--- src/rtl/serial_alu_ctrl.sv ---
// Bit-serial sequencer driving one external 1-bit ALU slice, LSB first.
// Optional set-less-than (op 0111) when SERIAL_ALU_SLT_EN is defined.
//
// state | meaning
// IDLE  | in_ready high, waiting for a request
// RUN   | one operand bit per cycle through the slice, carry fed back
// DONE  | result and flags held with out_valid until out_ready
module serial_alu_ctrl #(
  parameter  int WIDTH = 8,
  localparam int CNT_W = $clog2(WIDTH)
) (
  input  logic             clk,
  input  logic             rst_n,
  input  logic             in_valid,
  output logic             in_ready,
  input  logic [3:0]       op,
  input  logic [WIDTH-1:0] a,
  input  logic [WIDTH-1:0] b,
  output logic             out_valid,
  input  logic             out_ready,
  output logic [WIDTH-1:0] result,
  output logic             zero,
  output logic             carry,
  output logic             overflow,
  output logic             alu_a,
  output logic             alu_b,
  output logic             alu_cin,
  output logic [3:0]       alu_op,
  input  logic             alu_result,
  input  logic             alu_cout
);

  typedef enum logic [1:0] {
    S_IDLE = 2'd0,
    S_RUN  = 2'd1,
    S_DONE = 2'd2
  } state_t;

  state_t           state_q;
  logic [WIDTH-1:0] a_sh_q;
  logic [WIDTH-1:0] b_sh_q;
  logic [WIDTH-1:0] res_sh_q;
  logic [3:0]       op_q;
  logic             slt_q;
  logic [CNT_W-1:0] cnt_q;
  logic             carry_q;
  logic [WIDTH-1:0] result_q;
  logic             zero_q;
  logic             carry_flag_q;
  logic             ovf_q;
  logic             out_valid_q;
  logic             in_ready_q;

  logic             slt_req;
  logic [3:0]       op_load;
  logic [WIDTH-1:0] res_d;
  logic [WIDTH-1:0] result_d;
  logic             ovf_bit;
  logic             add_class;
  logic             last_bit;

`ifdef SERIAL_ALU_SLT_EN
  assign slt_req = (op == 4'b0111);
`else
  assign slt_req = 1'b0;
`endif

  // SLT runs the slice as a plain subtract; the flag is rebuilt at the end
  assign op_load   = slt_req ? 4'b0110 : op;
  assign res_d     = {alu_result, res_sh_q[WIDTH-1:1]};
  assign ovf_bit   = carry_q ^ alu_cout;
  assign add_class = (op_q[1:0] == 2'b10) && !slt_q;
  assign last_bit  = (cnt_q == CNT_W'(WIDTH - 1));
  assign result_d  = slt_q ? {{(WIDTH-1){1'b0}}, res_d[WIDTH-1] ^ ovf_bit} : res_d;

  always_ff @(posedge clk or negedge rst_n) begin
    if (!rst_n) begin
      state_q      <= S_IDLE;
      a_sh_q       <= '0;
      b_sh_q       <= '0;
      res_sh_q     <= '0;
      op_q         <= '0;
      slt_q        <= 1'b0;
      cnt_q        <= '0;
      carry_q      <= 1'b0;
      result_q     <= '0;
      zero_q       <= 1'b0;
      carry_flag_q <= 1'b0;
      ovf_q        <= 1'b0;
      out_valid_q  <= 1'b0;
      in_ready_q   <= 1'b1;
    end else begin
      case (state_q)
        S_IDLE: begin
          if (in_valid && in_ready_q) begin
            a_sh_q     <= a;
            b_sh_q     <= b;
            res_sh_q   <= '0;
            op_q       <= op_load;
            slt_q      <= slt_req;
            cnt_q      <= '0;
            carry_q    <= ((op_load[1:0] == 2'b10) && op_load[2]);
            in_ready_q <= 1'b0;
            state_q    <= S_RUN;
          end
        end
        S_RUN: begin
          a_sh_q   <= a_sh_q >> 1;
          b_sh_q   <= b_sh_q >> 1;
          res_sh_q <= res_d;
          carry_q  <= alu_cout;
          cnt_q    <= cnt_q + CNT_W'(1);
          if (last_bit) begin
            // carry_q here is the carry into the MSB, alu_cout the carry out of it
            result_q     <= result_d;
            zero_q       <= (result_d == '0);
            carry_flag_q <= add_class ? alu_cout : 1'b0;
            ovf_q        <= add_class ? ovf_bit : 1'b0;
            out_valid_q  <= 1'b1;
            state_q      <= S_DONE;
          end
        end
        S_DONE: begin
          if (out_ready) begin
            out_valid_q <= 1'b0;
            in_ready_q  <= 1'b1;
            state_q     <= S_IDLE;
          end
        end
        default: begin
          out_valid_q <= 1'b0;
          in_ready_q  <= 1'b1;
          state_q     <= S_IDLE;
        end
      endcase
    end
  end

  assign in_ready  = in_ready_q;
  assign out_valid = out_valid_q;
  assign result    = result_q;
  assign zero      = zero_q;
  assign carry     = carry_flag_q;
  assign overflow  = ovf_q;

  assign alu_a   = (state_q == S_RUN) && a_sh_q[0];
  assign alu_b   = (state_q == S_RUN) && b_sh_q[0];
  assign alu_cin = (state_q == S_RUN) && carry_q;
  assign alu_op  = op_q;

endmodule

--- config.mk ---
export PLATFORM = sky130hd
export DESIGN_NAME = serial_alu_ctrl
export DESIGN_NICKNAME = d
export VERILOG_FILES = /design/src/rtl/serial_alu_ctrl.sv
export SDC_FILE = /design/constraint.sdc
export NUM_CORES = 1
export LEC_CHECK = 0
export ABC_AREA = 1
export BUFFER_PORTS_ARGS = -buffer_cell sky130_fd_sc_hd__buf_2
export CAP_MARGIN = 15
export CORE_ASPECT_RATIO = 2
export CORE_MARGIN = 5
export CORE_UTILIZATION = 50
export CTS_CLUSTER_DIAMETER = 150
export DETAILED_ROUTE_END_ITERATION = 8
export GPL_ROUTABILITY_DRIVEN = 0
export HOLD_SLACK_MARGIN = 0.08
export MAX_ROUTING_LAYER = met4
export PLACE_DENSITY_LB_ADDON = 0.15
export SYNTH_ARGS = -nofsm -noshare
export SYNTH_HDL_FRONTEND = slang
export SYNTH_SLANG_ARGS = --single-unit
export TNS_END_PERCENT = 30
--- constraint.sdc ---
create_clock -name clk -period 2.7 [get_ports clk]
set_input_delay 0.405 -clock clk [delete_from_list [all_inputs] [get_ports clk]]
set_output_delay 0.405 -clock clk [all_outputs]
set_load 0.01 [all_outputs]
# After elaboration in Yosys (flattened, before gate mapping)
# Index checks and enable logic that the tools add are counted.
dict set report totals {
  ff_bits 47
  inputBits 26
  output_inout_bits 20
  word_cells 61
}
dict set report classes {
  addsub 1
  n_eq_ne 8
  n_mux 22
  bitwise 3
  n_reduce_logical 14
}
# cell n
set ops {}
lappend ops {{8-bit one-hot mux with 2 select lines} 3}
lappend ops {{8-bit two-way mux} 3}
lappend ops {{3-bit AND reduction} 3}
lappend ops {{8-bit logical NOT} 1}
lappend ops {{1-bit two-way mux} 7}
lappend ops {{2-bit equality test (second input constant)} 3}
lappend ops {{2-bit two-way mux} 3}
lappend ops {{2-bit inequality test (second input constant)} 3}
lappend ops {{1-bit one-hot mux with 3 select lines} 2}
lappend ops {{2-bit one-hot mux with 3 select lines} 1}
lappend ops {{3-bit one-hot mux with 2 select lines} 1}
lappend ops {{2-bit AND reduction} 3}
lappend ops {{1-bit logical AND} 5}
lappend ops {{3-bit by 1-bit adder with 3-bit output (second input constant)} 1}
lappend ops {{3-bit equality test (second input constant)} 1}
lappend ops {{3-bit two-way mux} 1}
lappend ops {{2-bit by 1-bit equality test with 1-bit output (second input constant)} 1}
lappend ops {{2-bit logical NOT} 1}
lappend ops {{1-bit inverter} 2}
lappend ops {{1-bit one-hot mux with 2 select lines} 1}
lappend ops {{2-bit nonzero test} 1}
lappend ops {{1-bit bitwise XOR} 1}

# Logic depth before layout (Yosys ltp)
# Gate-level depths: netlist (run 1).
dict set report logic_depth {
  depth_word 4
  mapped_depth 7
  depth_no_buf 6
}

# Worst setup path after synthesis (run 1)
# OpenSTA, ideal clock, no wires.
dict set report synth_path {
  path_kind {register -> output}
  startpoint {reg state_q[1]}
  endpoint {out alu_a}
  t_arrival_ns 0.970
  setup_slack_ns 1.325
  path_stages_with_launch 5
  cell_sequence {dfrtp_1 > inv_1 > nand2_4 > buf_2 > nor2_1}
}
dict set report synth_between {
  elab_chain_cells 2
}
# element line_no
set synth_rtl {}
lappend synth_rtl {{start: declaration} 39} ;# state_t state_q;
lappend synth_rtl {{start signal: assignment} 78} ;# state_q <= S_IDLE;
lappend synth_rtl {{start signal: assignment} 104} ;# state_q <= S_RUN;
lappend synth_rtl {{start signal: assignment} 120} ;# state_q <= S_DONE;
lappend synth_rtl {{2-bit by 1-bit equality test with 1-bit output} 146} ;# assign alu_a = (state_q == S_RUN) && a_sh_q[0];
lappend synth_rtl {{1-bit logical AND} 146}
lappend synth_rtl {{end: declaration} 25} ;# output logic alu_a,
# No other way between the ends.

# Worst setup path in the final report (run 1)
# Same ends and word-level chain as after synthesis.

==> results.md, run 1 <==
- Status: finished clean
- Syn-to-layout area delta: 15.1%
- Pin count of the biggest net entering global routing: 56
- CP arrival: 1530 ps
- Hold crit path type: in -> reg
- DP Cell Count: 349
- Clk_lat worst skew: 300 ps
- CP startpoint kind: flop
- Setup Buffers After CTS: 0
- Area share of the largest cell type after synthesis: 51.8%
- Resized Gates After CTS: 0
- CTS tree: yes
- Detailed placement HPWL: 3030 um
- Fin cells: 359
- Nature of the critical path endpoint: output port
- DIE WIDTH: 56.6 um
- Synth area leader: dfrtp_1
- Clock sink count: 46
- Buffers on Ports: 45
- Standard-cell rows: 34
- Crit-path leading delay family: simple AND/OR/NAND/NOR gates
- Post-synthesis instance total: 261
- TritonRoute pass-1 iters: 4
- Wire length per cell: 12.2 um
- Layout cells sized above 1: 23.3%
- Adder-cell share of the synthesized area: 1.15%
- Tot GR Track Use: 17.1%
- Post-route cell area: 0.00250 sq mm
- First-pass GRT wire length: 7560 um
- Max Freq: 516 MHz
- Longest Clk Path Bufs: 2
- Crit-path max cell delay: 430 ps
- Final core occ: 58.2%
- Area used by multi-input combinational logic: 841 sq um
- Simple-gate share of the synthesized area: 31.4%
- Mux cell area share after synthesis: 0%
- Num ports: 46
- Worst slack, placed: 1090 ps
- H-tree levels: 2
- Placement Cell Area: 0.00236 sq mm
- Final setup margin: 761 ps
- Hold_ws: 296 ps
- Top post-synthesis cells by area: dfrtp_1, nand2_1, nand3_1, buf_6, o21ai_2
- RSZ-0062 raised after global routing: false
- Total CTS buffers: 5
- Vias in the first global route: 1739
- CP Max Fanout: 55
- Post-synthesis register bit count: 46
- Synth warn: 0
- Diode count: 0
- Layout Nets: 332
- Die Ht: 103 um
- Reg2reg setup slack: 1140 ps
- Mean Syn Cell Area: 8.32 sq um
- Fillers: 438
- Post-Syn Area: 0.00217 sq mm
- Core Footprint: 0.00430 sq mm
- PwrDens: 1140 mW/mm^2
- Die area: 0.00584 sq mm
- WL final: 4380 um
- Net count after synthesis: 289
- Fin. max-slew vios: 0
- DRC Markers: 0
- Crit path required time: 2300 ps
- Leak: 1.39 nW
- Register Area: 0.00115 sq mm
- Register area share after synthesis: 53.1%
- PnR Total Power: 2.84 mW
- Endpoints failing setup: 0
- Xor and xnor area share after synthesis: 0%
- Worst-path clk slew: 90 ps
- Hold Fails Final Rpt: 0
- Total grt overflow: 0
- Via density: 4.82
- Fin crit period: 1940 ps
- Worst clock skew: 6.55 ps
- Clk root buf: clkbuf_8
- Fin crit share: 71.8%
- Critical-path top delay cell: dfrtp_1
- Largest family of logic cells by synthesized area: simple AND/OR/NAND/NOR gates
- Buf/Inv on CP: 2
- Max_slew headroom: 64.7%
- Tightest Pin Transition: 529 ps
- Antenna violations before repair: 0
- Via Count: 1729
- Initial Utilization: 50.6%
- Initial DRC count: 44
- Setup tns final: 0 ps
- Compound-Gate Fraction of Synth Area: 6.16%
- Setup CP Type: reg -> out
- Final antenna-violating net count: 0
- Max VDD drop: 0.638 mV
- Worst-path cell chain: inv_1, nand2_4, nor2_1, buf_2
- Distinct cells, synth: 20
- # Max-Cap Violations: 0
registers in the layout, indices dropped and copies added (netlist names):
signal	count
cnt_q	3
b_sh_q	8
out_valid	1
overflow	1
result	8
carry	1
res_sh_q	7
alu_op	4
state_q	2
in_ready	1
carry_q	1
zero	1
a_sh_q	8
metal layers:
metal	track usage [%]	share of wire [%]	wire (um)
met4	8.78	3.0	132
met3	2.86	4.1	181
met1	16.9	39	1720
met5	-	0	0
met2	31.7	54	2350
where the power goes:
| group | total, mW | internal, mW | leakage, nW | switching (mW) |
|---|---|---|---|---|
| combinational | 1.16 | 0.417 | 0.758 | 0.742 |
| sequential | 1.17 | 0.994 | 0.585 | 0.172 |
| clock | 0.518 | 0.275 | 0.0504 | 0.243 |
cells in the mapped netlist (all sizes together):
cell,instances
nand2,119
buf,12
o21ai,19
ha,2
inv,17
dfstp,1
o31ai,1
dfrtp,45
nand3,30
a21oi,1
nor2,14
cells by family after synthesis:
logic type | count (synthesis)
buf+inv | 29
compound gates | 21
fa+ha+maj | 2
flops | 46
simple gates | 163
cell type report:
| type | instances | area share (%) |
|---|---|---|
| flip-flops and latches | 46 | 46.1 |
| multi-input cells | 186 | 33.6 |
| repair buffers | 48 | 10.5 |
| clock buffers | 5 | 2.75 |
| well taps | 54 | 2.70 |
| inverters | 17 | 2.55 |
| clock inverters | 3 | 1.80 |
placed cells by master (no fill, tap or decap):
master	count
nand2_1	114
dfrtp_1	45
buf_2	45
nand3_1	30
inv_1	16
nor2_1	12
o21ai_0	11
o21ai_2	7
clkbuf_8	5
nand2_2	3
nand2_4	2
ha_1	2
clkinvlp_4	2
inv_2	1
nor2_2	1
nor2_4	1
o21ai_1	1
a21oi_1	1
o31ai_1	1
bufinv_16	1
dlygate4sd3_1	1
dfstp_2	1
buf_12	1
buf_4	1
repair_timing:
action                                 4_1_cts  5_1_grt
setup endpoints to repair                    0        0
hold buffers                                 0        1
endpoints found under the hold margin        0        4
tightest hold or removal path: cells and delay by family:
family / cells / cell delay (ps)
buffers and inverters: 1 / 80
AND/OR/NAND/NOR: 2 / 90
path summary, 6_finish.rpt:
kind	startpoint	endpoint	depth (start not counted)
max	state_q[1]	alu_a	4
min	op[3]	alu_op[3]	3
max reg2reg	state_q[1]	a_sh_q[6]	5
min reg2reg	in_ready	in_ready	2
max in group asynchronous	rst_n	a_sh_q[5]	3
min in group asynchronous	rst_n	alu_op[3]	2
No activity file was read; power rests on OpenSTA's default activity.
==> run 2: changes to the inputs <==
--- a/config.mk
+++ b/config.mk
@@ -10,7 +10,7 @@
 export CAP_MARGIN = 15
 export CORE_ASPECT_RATIO = 2
 export CORE_MARGIN = 5
-export CORE_UTILIZATION = 50
+export CORE_UTILIZATION = 48
 export CTS_CLUSTER_DIAMETER = 150
 export DETAILED_ROUTE_END_ITERATION = 8
 export GPL_ROUTABILITY_DRIVEN = 0
==> constraint.sdc (replaced) <==
create_clock -name clk -period 1.6 [get_ports clk]
set_input_delay 0.24 -clock clk [delete_from_list [all_inputs] [get_ports clk]]
set_output_delay 0.24 -clock clk [all_outputs]
set_load 0.01 [all_outputs]
==> results.md, run 2 (synthesis gave the netlist of run 1 again) <==
- Status: finished clean (unchanged)
- Leak: 1.43 nW (was 1.39 nW)
- Crit path required time: 1360 ps (was 2300 ps)
- Worst Setup SP: state_q[1] (unchanged)
- Fin crit share: 95.5%
- Total CTS buffers: 5 (unchanged)
- Pin count of the biggest net entering global routing: 47 (was 56)
- H-tree levels: 2 (unchanged)
- Flop pwr share: 39.2% (was 41.0%)
- Longest Clk Path Bufs: 2 (unchanged)
- Commonest non-fill, non-tap cell in the layout: nand2_1 (unchanged)
- Tightest Pin Transition: 336 ps (was 529 ps)
- Worst clock skew: 6.17 ps (was 6.55 ps)
- Nature of the critical path endpoint: output port (unchanged)
- Final setup margin: 72.1 ps (was 761 ps)
- Clk network pwr share: 20.7% (was 18.2%)
- Reg2reg setup slack: 240 ps (was 1140 ps)
- Max_slew headroom: 77.6% (was 64.7%)
- Cells on Worst Hold Path: 2 (was 3)
- Endpoints failing setup: 0 (unchanged)
- Pint: 3.12 mW (was 1.69 mW)
- DIE WIDTH: 57.6 um (was 56.6 um)
- Syn-to-layout area delta: 18.0% (was 15.1%)
- CP arrival: 1290 ps (was 1530 ps)
- Standard-cell rows: 34 (unchanged)
- Switching pwr: 1.96 mW (was 1.16 mW)
- Setup Buffers After CTS: 0 (unchanged)
- TritonRoute pass-1 iters: 4 (unchanged)
- RSZ-0062 raised after global routing: true (was false)
- CP endpoint: alu_cin (was alu_a)
- Wire length per cell: 12.3 um (was 12.2 um)
- CP Max Fanout: 26 (was 55)
- Diode count: 0 (unchanged)
- CTS tree: yes (unchanged)
- Detailed placement HPWL: 3150 um (was 3030 um)
- Initial DRC count: 35 (was 44)
- DP Cell Count: 353 (was 349)
- Crit-path max cell delay: 450 ps (was 430 ps)
- Layout Nets: 335 (was 332)
- Setup tns final: 0 ps (unchanged)
- Hold_ws: 136 ps (was 296 ps)
- Via density: 4.86 (was 4.82)
- Fin crit period: 1530 ps
- Fin cells: 362 (was 359)
- Hold Startpoint: out_ready (was op[3])
- Total grt overflow: 0 (unchanged)
- Buffers on Ports: 45 (unchanged)
- Clk_lat worst skew: 290 ps (was 300 ps)
- Setup CP Type: reg -> out (unchanged)
- Fin. max-slew vios: 0 (unchanged)
- Worst-path clk slew: 90 ps (about the same)
- Cells on worst reg2reg path: 5 (unchanged)
- DRC Markers: 0 (unchanged)
- Clock sink count: 46 (unchanged)
- Clk root buf: clkbuf_8 (unchanged)
- Final antenna-violating net count: 0 (unchanged)
- Fillers: 428 (was 438)
- Die Ht: 105 um (was 103 um)
- Die area: 0.00605 sq mm (was 0.00584 sq mm)
- Via Count: 1760 (was 1729)
- Worst slack, placed: 269 ps (was 1090 ps)
- Antenna violations before repair: 0 (unchanged)
- CP startpoint kind: flop (unchanged)
- Max VDD drop: 0.981 mV (was 0.638 mV)
- Num ports: 46 (unchanged)
- Vias in the first global route: 1726 (was 1739)
- Max Freq: 655 MHz
- Worst-path cell chain: inv_2, nand2_8, nor2_1, buf_2 (was inv_1, nand2_4, nor2_1, buf_2)
- First-pass GRT wire length: 7850 um (was 7560 um)
- Switching Fraction: 38.6% (was 40.7%)
- Comb pwr share: 40.1% (was 40.8%)
- Final core occ: 58.5% (was 58.2%)
- Layout cells sized above 1: 25.0% (was 23.3%)
- PwrDens: 1980 mW/mm^2 (was 1140 mW/mm^2)
- Hold Fails Final Rpt: 0 (unchanged)
- Reg-to-Reg End: overflow (was a_sh_q[6])
- Tot GR Track Use: 16.8% (was 17.1%)
- Leading cell types in the layout, fill and taps excluded: nand2_1, buf_2, dfrtp_1, nand3_1, inv_1 (was nand2_1, dfrtp_1, buf_2, nand3_1, inv_1)
- Hold crit path type: in -> reg (unchanged)
- Initial Utilization: 49.6% (was 50.6%)
- Critical-path top delay cell: dfrtp_2 (was dfrtp_1)
- WL final: 4440 um (was 4380 um)
- # Max-Cap Violations: 0 (unchanged)
- Launch point of the worst reg-to-reg path: cnt_q[0] (was state_q[1])
- Core Footprint: 0.00438 sq mm (was 0.00430 sq mm)
-- run 2: critical path, delay by kind of cell (launching register included) --
| kind | cells | cell delay, ps |
|---|---|---|
| buffers and inverters | 2 | 270 |
| flip-flops | 1 | 450 |
| AND/OR/NAND/NOR | 2 | 270 |
-- run 2: how the worst min path moves through the flow --
| stage | end |
|---|---|
| 2_1_floorplan | a_sh_q[0] |
| 3_3_place_gp | out_valid |
| 3_5_place_dp | out_valid |
| 4_1_cts | alu_op[3] |
| 5_1_grt | state_q[1] |
| 6_report | state_q[1] |
-- run 2: timing repair --
| item | CTS | global route |
|---|---|---|
| endpoints found under the hold margin | 45 | 0 |
| endpoints found under the setup margin | 3 | 3 |
| cloned | 0 | 0 |
| gates resized for setup | 2 | 2 |
| hold buffers | 1 | 0 |
-- run 2: power by group through the flow --
stage	Clock [mW]	Combinational [mW]	Sequential [mW]
2_1_floorplan	0	1.52	2.05
3_3_place_gp	0	2.02	1.98
3_5_place_dp	0	2.06	1.99
4_1_cts	1.08	2.08	1.99
5_1_grt	1.13	2.35	2.07
6_report	1.05	2.03	1.99
-- run 2: layer usage --
| layer | track usage (%) | routed length [um] | up-vias |
|---|---|---|---|
| li1 | - | - | 906 |
| met1 | 19.1 | 1730 | 815 |
| met2 | 28.6 | 2430 | 34 |
| met3 | 2.84 | 193 | 5 |
| met4 | 6.47 | 86 | 0 |
| met5 | - | 0 | - |
-- run 2: cell type report --
cell class / instances / area (sq um) / share of cell area (%)
multi-input cells: 186 / 850 / 33.1
inverters: 17 / 63.8 / 2.49
flip-flops and latches: 46 / 1150 / 45.0
clock buffers: 6 / 82.6 / 3.22
well taps: 54 / 67.6 / 2.64
clock inverters: 2 / 60.1 / 2.34
repair buffers: 51 / 285 / 11.1
-- run 2: through the flow --
stage | power, mW | area (sq um)
2_1_floorplan | 3.56 | 2170
3_3_place_gp | 4.00 | 2400
3_5_place_dp | 4.05 | 2400
4_1_cts | 5.15 | 2560
5_1_grt | 5.55 | 2560
6_report | 5.07 | 2560
==> run 3: changes to the inputs <==
--- a/config.mk
+++ b/config.mk
@@ -17,6 +17,7 @@
 export HOLD_SLACK_MARGIN = 0.08
 export MAX_ROUTING_LAYER = met4
 export PLACE_DENSITY_LB_ADDON = 0.15
+export RECOVER_POWER = 100
 export SYNTH_ARGS = -nofsm -noshare
 export SYNTH_HDL_FRONTEND = slang
 export SYNTH_SLANG_ARGS = --single-unit
==> results.md, run 3 (synthesis gave the netlist of run 1 again) <==
- Tightest Pin Transition: 623 ps (was 336 ps)
- Pint: 3.06 mW (was 3.12 mW)
- First-pass GRT wire length: 7850 um (unchanged)
- Worst-path clk slew: 90 ps (about the same)
- Post-route cell area: 0.00253 sq mm (was 0.00256 sq mm)
- Leak: 1.37 nW (was 1.43 nW)
- Leading cell types in the layout, fill and taps excluded: nand2_1, dfrtp_1, nand3_1, buf_2, clkbuf_1 (was nand2_1, buf_2, dfrtp_1, nand3_1, inv_1)
- CTS tree: yes (unchanged)
- Fin crit period: 1530 ps (about the same)
- Clk root buf: clkbuf_8 (unchanged)
- CP startpoint kind: flop (unchanged)
- Crit-path max cell delay: 440 ps (was 450 ps)
- Comb pwr share: 39.4% (was 40.1%)
- Max VDD drop: 0.978 mV (was 0.981 mV)
- Register Area: 0.00115 sq mm (unchanged)
- Layout cells sized above 1: 19.5% (was 25.0%)
- Standard-cell rows: 34 (unchanged)
- Detailed placement HPWL: 3150 um (unchanged)
- Pin count of the biggest net entering global routing: 47 (unchanged)
- Worst clock skew: 6.06 ps (was 6.17 ps)
- Die area: 0.00605 sq mm (unchanged)
- Total grt overflow: 0 (unchanged)
- Final setup margin: 71.5 ps (was 72.1 ps)
- Via Count: 1760 (unchanged)
- RSZ-0062 raised after global routing: true (unchanged)
- WL final: 4480 um (was 4440 um)
- Via density: 4.86 (unchanged)
- Setup Buffers After CTS: 0 (unchanged)
- Die Ht: 105 um (unchanged)
- TritonRoute pass-1 iters: 4 (unchanged)
- Num ports: 46 (unchanged)
- Final antenna-violating net count: 0 (unchanged)
- Clk network pwr share: 20.9% (was 20.7%)
- CP arrival: 1290 ps (about the same)
- Endpoints failing setup: 0 (unchanged)
- Nature of the critical path endpoint: output port (unchanged)
- Hold crit path type: in -> reg (unchanged)
- Max_slew headroom: 58.5% (was 77.6%)
- Worst-path cell chain: inv_2, nand2_8, nor2_1, buf_2 (unchanged)
- Flop pwr share: 39.7% (was 39.2%)
- Clk_lat worst skew: 300 ps (was 290 ps)
- Hold Fails Final Rpt: 0 (unchanged)
- Crit-path leading delay family: flip-flops (unchanged)
- Clock sink count: 46 (unchanged)
- Syn-to-layout area delta: 16.4% (was 18.0%)
- Antenna violations before repair: 0 (unchanged)
- Initial Utilization: 49.6% (unchanged)
- CP Max Fanout: 26 (unchanged)
- # Max-Cap Violations: 0 (unchanged)
- Critical-path top delay cell: dfrtp_2 (unchanged)
- Status: finished clean (unchanged)
- Longest Clk Path Bufs: 2 (unchanged)
- Max Freq: 654 MHz (was 655 MHz)
- Setup CP Type: reg -> out (unchanged)
- Crit path required time: 1360 ps (about the same)
- Fin. max-slew vios: 0 (unchanged)
- Fillers: 425 (was 428)
- Hold_ws: 137 ps (was 136 ps)
- Setup tns final: 0 ps (unchanged)
- PwrDens: 1990 mW/mm^2 (was 1980 mW/mm^2)
- Diode count: 0 (unchanged)
- Switching Fraction: 39.0% (was 38.6%)
- Layout Nets: 335 (unchanged)
- H-tree levels: 2 (unchanged)
- Switching pwr: 1.96 mW (about the same)
- Tot GR Track Use: 16.8% (unchanged)
- Commonest non-fill, non-tap cell in the layout: nand2_1 (unchanged)
- Worst slack, placed: 269 ps (unchanged)
- DRC Markers: 0 (unchanged)
- Area used by multi-input combinational logic: 847 sq um (was 850 sq um)
- Wire length per cell: 12.4 um (was 12.3 um)
- Total CTS buffers: 5 (unchanged)
- Buf/Inv on CP: 2 (unchanged)
- Core Footprint: 0.00438 sq mm (unchanged)
- Fin crit share: 95.5% (about the same)
- PnR Total Power: 5.02 mW (was 5.07 mW)
- Buffers on Ports: 45 (unchanged)
- Placement Cell Area: 0.00240 sq mm (unchanged)
- Vias in the first global route: 1726 (unchanged)
- Initial DRC count: 38 (was 35)
- DIE WIDTH: 57.6 um (unchanged)
## run 3: cell type report
class                   instances  area share (%)
well taps                      54            2.67
clock buffers                   6            3.27
clock inverters                 2            2.38
repair buffers                 51            10.0
multi-input cells             186            33.5
inverters                      17            2.52
flip-flops and latches         46            45.7
## run 3: path summary, 6_finish.rpt
| path | cells after the start | start | endpoint | slack [ps] |
|---|---|---|---|---|
| setup / recovery | 4 | state_q[1] | alu_cin | 70 |
| hold / removal | 3 | op[3] | alu_op[3] | 140 |
| setup reg to reg | 5 | cnt_q[0] | overflow | 230 |
| hold reg to reg | 2 | out_valid | out_valid | 480 |
| max in group asynchronous | 3 | rst_n | state_q[0] | 560 |
| min in group asynchronous | 3 | rst_n | out_valid | 590 |
## run 3: per-stage QoR
step	utilization, %	instances
finish	57.7	362
global route	57.7	362
CTS	58.5	362
detailed placement	54.8	353
global placement	54.8	353
floorplan	-	261
## run 3: repair_timing
item,in CTS,in global routing
resized for setup,2,2
hold buffers,1,0
setup endpoints to repair,3,3
hold endpoints to repair,45,0
## run 3: layer usage
layer / share of wire, % / wire (um) / global-route usage (%)
met5: 0 / 0 / -
met4: 1.9 / 85 / 6.47
met3: 4.7 / 211 / 2.84
met2: 55 / 2450 / 28.6
met1: 39 / 1730 / 19.1
## run 3: power groups by stage
stage	sequential, mW	clock [mW]	combinational (mW)
finish	1.99	1.05	1.98
floorplan	2.05	0	1.52
global route	2.08	1.13	2.30
CTS	1.99	1.08	2.08
detailed placement	1.99	0	2.06
global placement	1.98	0	2.02
## run 3: worst register-to-register path, delay by kind of cell (launching register included)
kind,cells,cell delay [ps]
adder cells (fa/ha/maj),2,440
flip-flops,1,410
AND/OR/NAND/NOR,2,360
AO/OA/AOI/OAI,1,100
